[src/rtl/unified_mem_arbiter.sv]
// rtl/unified_mem_arbiter.sv - two-master (fetch/data) arbiter onto a single-ported unified memory
module unified_mem_arbiter #(
  parameter int STARVE_LIMIT = 4
) (
  input  logic        clk,
  input  logic        reset,
  // instruction side
  input  logic        imem_req_i,
  input  logic [31:0] imem_addr_i,
  output logic        imem_gnt_o,
  output logic        imem_rvalid_o,
  output logic [31:0] imem_rdata_o,
  // data side
  input  logic        dmem_req_i,
  input  logic [31:0] dmem_addr_i,
  input  logic        dmem_wr_i,
  input  logic [31:0] dmem_wr_data_i,
  input  logic [1:0]  dmem_byte_en_i,
  input  logic        dmem_zero_extnd_i,
  output logic        dmem_gnt_o,
  output logic        dmem_rvalid_o,
  output logic [31:0] dmem_rdata_o,
  // unified memory
  output logic        mem_req_o,
  input  logic        mem_ready_i,
  output logic [31:0] mem_addr_o,
  output logic        mem_wr_o,
  output logic [31:0] mem_wr_data_o,
  output logic [1:0]  mem_byte_en_o,
  output logic        mem_zero_extnd_o,
  input  logic [31:0] mem_rd_data_i
);

  // Counter is at least one bit wide so a zero limit still elaborates.
  localparam int              CW           = (STARVE_LIMIT < 1) ? 1 : $clog2(STARVE_LIMIT + 1);
  localparam logic [CW-1:0]   STARVE_MAX   = CW'(STARVE_LIMIT);
  localparam logic            OWNER_IMEM   = 1'b0;
  localparam logic            OWNER_DMEM   = 1'b1;
  // Fetches are always full-word, zero-extend is meaningless for them.
  localparam logic [1:0]      IMEM_BYTE_EN = 2'b10;

  logic [CW-1:0] starve_cnt_q, starve_cnt_d;
  logic          lock_valid_q, lock_valid_d;
  logic          lock_owner_q, lock_owner_d;
  logic          resp_valid_q, resp_valid_d;
  logic          resp_owner_q, resp_owner_d;

  logic          req_any;
  logic          lock_hold;
  logic          sel_owner;
  logic          xfer;

  // Owner selection: a live lock wins, then dmem priority unless imem is starved.
  always_comb begin
    req_any   = (imem_req_i | dmem_req_i) & ~reset;
    // A lock only holds while its owner is still asking; otherwise re-arbitrate.
    lock_hold = lock_valid_q & ((lock_owner_q == OWNER_DMEM) ? dmem_req_i : imem_req_i);
    if (lock_hold) begin
      sel_owner = lock_owner_q;
    end else if (imem_req_i & dmem_req_i) begin
      sel_owner = (starve_cnt_q == STARVE_MAX) ? OWNER_IMEM : OWNER_DMEM;
    end else if (dmem_req_i) begin
      sel_owner = OWNER_DMEM;
    end else begin
      sel_owner = OWNER_IMEM;
    end
    xfer = req_any & mem_ready_i;
  end

  // Memory-side payload mux; all-zero whenever nobody is requesting.
  always_comb begin
    mem_req_o        = req_any;
    mem_addr_o       = 32'h0;
    mem_wr_o         = 1'b0;
    mem_wr_data_o    = 32'h0;
    mem_byte_en_o    = 2'b00;
    mem_zero_extnd_o = 1'b0;
    if (req_any) begin
      if (sel_owner == OWNER_DMEM) begin
        mem_addr_o       = dmem_addr_i;
        mem_wr_o         = dmem_wr_i;
        mem_wr_data_o    = dmem_wr_data_i;
        mem_byte_en_o    = dmem_byte_en_i;
        mem_zero_extnd_o = dmem_zero_extnd_i;
      end else begin
        mem_addr_o       = imem_addr_i;
        mem_byte_en_o    = IMEM_BYTE_EN;
      end
    end
  end

  // Requester-side grants and read responses; reset forces everything quiet.
  always_comb begin
    imem_gnt_o    = xfer & (sel_owner == OWNER_IMEM);
    dmem_gnt_o    = xfer & (sel_owner == OWNER_DMEM);
    imem_rvalid_o = resp_valid_q & (resp_owner_q == OWNER_IMEM) & ~reset;
    dmem_rvalid_o = resp_valid_q & (resp_owner_q == OWNER_DMEM) & ~reset;
    imem_rdata_o  = imem_rvalid_o ? mem_rd_data_i : 32'h0;
    dmem_rdata_o  = dmem_rvalid_o ? mem_rd_data_i : 32'h0;
  end

  // Next-state for starvation counter, lock and pending read response.
  always_comb begin
    starve_cnt_d = starve_cnt_q;
    if (!imem_req_i || (xfer && sel_owner == OWNER_IMEM)) begin
      starve_cnt_d = '0;
    end else if (xfer && sel_owner == OWNER_DMEM && starve_cnt_q != STARVE_MAX) begin
      starve_cnt_d = starve_cnt_q + CW'(1);
    end

    // Stalled request pins the owner so its payload is not swapped mid-handshake.
    lock_valid_d = req_any & ~mem_ready_i;
    lock_owner_d = sel_owner;

    resp_valid_d = xfer & ~mem_wr_o;
    resp_owner_d = sel_owner;
  end

  // State registers.
  always_ff @(posedge clk) begin
    if (reset) begin
      starve_cnt_q <= '0;
      lock_valid_q <= 1'b0;
      lock_owner_q <= OWNER_IMEM;
      resp_valid_q <= 1'b0;
      resp_owner_q <= OWNER_IMEM;
    end else begin
      starve_cnt_q <= starve_cnt_d;
      lock_valid_q <= lock_valid_d;
      lock_owner_q <= lock_owner_d;
      resp_valid_q <= resp_valid_d;
      resp_owner_q <= resp_owner_d;
    end
  end

endmodule

[config.mk]
export PLATFORM = sky130hd
export DESIGN_NAME = unified_mem_arbiter
export DESIGN_NICKNAME = d
export VERILOG_FILES = /design/src/rtl/unified_mem_arbiter.sv
export SDC_FILE = /design/constraint.sdc
export NUM_CORES = 1
export LEC_CHECK = 0
export CAP_MARGIN = 20
export CORE_AREA = 2 2 108 110
export CTS_BUF_LIST = sky130_fd_sc_hd__clkbuf_16
export DETAILED_ROUTE_END_ITERATION = 7
export DIE_AREA = 0 0 110 112
export HOLD_SLACK_MARGIN = 0.12
export PLACE_DENSITY = 0.62
export REMOVE_ABC_BUFFERS = 1
export SYNTH_ARGS = -nofsm -noshare
export SYNTH_HDL_FRONTEND = slang
export SYNTH_SLANG_ARGS = --single-unit
[constraint.sdc]
create_clock -name clk -period 3.9 [get_ports clk]
set_input_delay 0.39 -clock clk [delete_from_list [all_inputs] [get_ports clk]]
set_output_delay 0.39 -clock clk [all_outputs]
set_load 0.05 [all_outputs]
After elaboration in Yosys (flattened, before gate mapping)
Index checks and enable logic that the tools add are counted. W data, S select, Z words.

Register bits: 6. Logic and storage cells: 48. Output and inout bits: 137. Input bits: 137.

Multiplexer cells: 17. Bitwise operators: 18. Add/subtract/negate cells: 1. Equal/unequal tests: 2. Reductions and logical operators: 6.

Operators with widths (count): $mux W32 (6); $and A1 B1 Y1 (12); $mux W1 (9); $not A1 Y1 (5); $mux W2 (2); $add A3 B1 Y3 const B (1); $eq A3 B3 Y1 const B (1); $logic_and A1 B1 Y1 (3); $ne A3 B3 Y1 const B (1); $reduce_or A2 Y1 (1); $logic_not A1 Y1 (1); $logic_or A1 B1 Y1 (1); $or A1 B1 Y1 (1).

Depth between registers and ports, before layout
Depth in word-level cells: 8. Mapped depth: 7. Depth with buffers taken out: 6.

Worst setup path after synthesis
Ideal clock, no wire load.

Kind: in2out. Start: input port reset. End: output port mem_byte_en_o[1]. Arrival: 2.577 ns. Stages on the path: 4. Required time: 3.510 ns. Slack: 0.933 ns. Buffers on the path: 2. Cell sequence: buf_2 > o21ba_4 > clkbuf_1 > a21boi_0.

Word-level cells in the longest chain between the ends: 3.

Ends and longest elaborated chain: from (decl) (RTL line 6) `input logic reset,`; $not A1 Y1 (RTL line 55) `req_any = (imem_req_i | dmem_req_i) & ~reset;`; $and A1 B1 Y1 (RTL line 55); net mem_req_o (RTL line 24) `output logic mem_req_o,`; $mux W2 (RTL line 78) `if (req_any) begin`; to (decl) (RTL line 29) `output logic [1:0] mem_byte_en_o,`.

The timed path passes the listed nets, and every way through them passes these cells.

Final worst setup path
Start: input port dmem_req_i. End: output port mem_addr_o[1].

Word-level cells in the longest chain between the ends: 5. Elaborated cells on any way between the ends: 10. Classes of those cells: 6 x mux; 4 x bitwise.

Ends and longest elaborated chain: from (decl) (RTL line 14) `input logic dmem_req_i,`; $mux W1 (tied with other cells) (RTL line 62) `end else if (dmem_req_i) begin`; $mux W1 / $and A1 B1 Y1 (equally long branches) (RTL line 60, 57); $mux W1 (RTL line 58) `if (lock_hold) begin`; $mux W32 (RTL line 79) `if (sel_owner == OWNER_DMEM) begin`; $mux W32 * (RTL line 78); to (decl) (RTL line 26) `output logic [31:0] mem_addr_o,`.

Mark *: on every way between the ends. The rest lies on a longest branch, timed or not.

==> impl_metrics.ini <==
[synth]
ys_warn_count = 0
synth_compound_area_share_pct = 23.6
synth_xor_area_share_pct = 0
synth_fa_ha_area_share_pct = 1.68
yosys-top-cells-area = and2_1, a22oi_1, and3_1
synth.mux.area_fraction_pct = 0
ys_ff_latch = 6
avgSynthCellArea_um2 = 6.38
synth-simple-area-share_pct = 57.9
synth_top_family_by_area = simple AND/OR/NAND/NOR gates
synth_cells = 233
post-synth-top-area-cell = and2_1
synth_area_um2 = 1490
yosysSeqAreaShare_pct = 8.07
synthDistinctLibCells = 29
synth_top_cell_area_share_pct = 27.3

[floorplan]
num_io_pins = 274
core_um2 = 11200
fp.dieArea_um2 = 12300
die_w_um = 110
initial_utilization_pct = 13.3
rows = 39
die_y_um = 112

[timing]
finalWorstPathRequiredPeriod_ns = 3.26
hold_viol_final = 0
tightest_slew_ns = 0.841
rsz0062_at_grt = no
fin_setup_tns_ns = 0
setup_viol = 0
min_period_over_period_pct = 83.5
drv_slew = 0
finClkSkew_ns = 0.00386
max_freq_mhz = 307
max_slew_margin_pct = 43.9

[pwr]
peakVddDrop_v = 0.000143
power_density_nw_per_um2 = 181
power_leakage_uw = 0.00195

[global_routing]
antenna_found_initial = 0
grt_max_degree = 44
track_usage_pct = 13.0
first_global_vias = 2525
grt_overflow = 0
grt_pass1_wl_mm = 12.9

[job]
drv_cap = 0

[cts]
htreeDepth = 1
cts_made_buffers = 3
clockBufferDepth = 2
cts_tree = done
cts_hold_buf = 0
clock-sinks = 6
cts_root_buf = clkbuf_16
cts_resized = 0
clk_pin_slew_ns = 0.03
postCtsSetupRepairBufs = 0
clock_latency_ns = 0.23

[place]
gp_congestion = 0.750
hpwlAfterDp_mm = 7.75
portBuffers = 273
dp.cells = 629

[cells_and_area]
layout-drive-gt1-share_pct = 23.9
antenna_cells = 0
fin_cells = 633
post-route-util_pct = 37.3
final_common_cell = clkdlybuf4s50_1
area_delta_synth_final_pct = 180
layout_common_cells = clkdlybuf4s50_1, buf_4, and2_1, and3_1, nor2_1
nets = 631

[routing]
wl_per_cell_um = 14.3
ant_nets = 0
first_pass_iters = 4
vias = 2717
first_iter_violations = 127
drc_errors = 0
wl_mm = 9.08
routed_via_density = 4.29

[critical_path]
critPathRequiredTime_ns = 3.51
path_max_fanout = 41
critPathKind = in -> out
crit_arrival_ns = 2.87
setup.worst_path.end_class = output port
critical_path.startpoint_type = input pin

[status]
status = finished clean

[worst_hold_path]
min_path_type = reg -> reg
synth_stat cells:
cell / instances
and3_1: 36
o31a_1: 1
o21ba_4: 1
clkbuf_1: 13
nor3b_1: 1
a21boi_0: 2
and2_1: 65
or3_1: 2
dfxtp_1: 6
nand2b_1: 3
and3b_1: 2
ha_1: 2
nand3_1: 1
o211ai_1: 1
nor2_1: 33
nor2b_1: 3
inv_1: 5
o31ai_4: 1
a31oi_1: 2
buf_4: 3
nor3_1: 1
buf_2: 4
a221o_1: 1
nor2b_2: 1
a22oi_1: 32
clkbuf_2: 4
nand2_1: 3
o21ai_0: 1
a21oi_1: 3
per-stage QoR:
step / setup slack [ns] / instance area [um2] / total power [uW] / hold WS, ns
floorplan: 0.288 / 1380 / 328 / 0.449
global placement: 0.395 / 4070 / 584 / 0.457
CTS: 0.287 / 4150 / 758 / 0.500
detailed placement: 0.348 / 4070 / 587 / 0.495
global route: 0.483 / 4160 / 789 / 0.514
finish: 0.642 / 4160 / 752 / 0.505
kinds of logic after synthesis:
logic type,count (synthesis)
compound gates,45
flops,6
simple gates,151
buf+inv,29
fa+ha+maj,2
power breakdown:
group / total (uW) / switching, uW / internal, uW / leakage, uW
registers: 65.9 / 2.07 / 63.8 / 0.0000490
logic: 520 / 288 / 232 / 0.00187
clock network: 167 / 34.9 / 132 / 0.0000370
final timing paths:
kind	startpoint	to	slack [ns]	cells past startpoint
worst max-delay path	dmem_req_i	mem_addr_o[1]	0.64	7
worst min-delay path	starve_cnt_q[1]	starve_cnt_q[1]	0.51	2
worst max register to register	starve_cnt_q[0]	resp_valid_q	2.19	6
worst min register to register	starve_cnt_q[1]	starve_cnt_q[1]	0.51	2
flip-flops by register name, indices dropped and copies added, names as in the netlist:
register      flops
resp_owner_q      1
starve_cnt_q      3
resp_valid_q      1
lock_valid_q      1
worst max-delay path, stage by stage:
cell	delay [ns]
clkdlybuf4s50_1	0.57
inv_1	0.12
o31ai_4	0.24
buf_4	0.39
a22oi_1	0.15
nor2_1	0.14
clkdlybuf4s50_1	0.83
final cells by class:
cell class | instances | area [um2]
multi-input cells | 198 | 1240
repair buffers | 278 | 2530
clock buffers | 3 | 75.1
inverters | 5 | 18.8
fillers | 1135 | 7010
well taps | 143 | 179
flip-flops and latches | 6 | 120
per-layer routing:
layer  GRT usage (%)  share of wire (%)  up-vias
li1                -                  -     1320
met4            2.78                1.7        0
met2            24.2                 49      193
met5               0                  0        -
met3            3.51                 13       10
met1            14.4                 36     1194
Power figures use the tool's default switching activity.
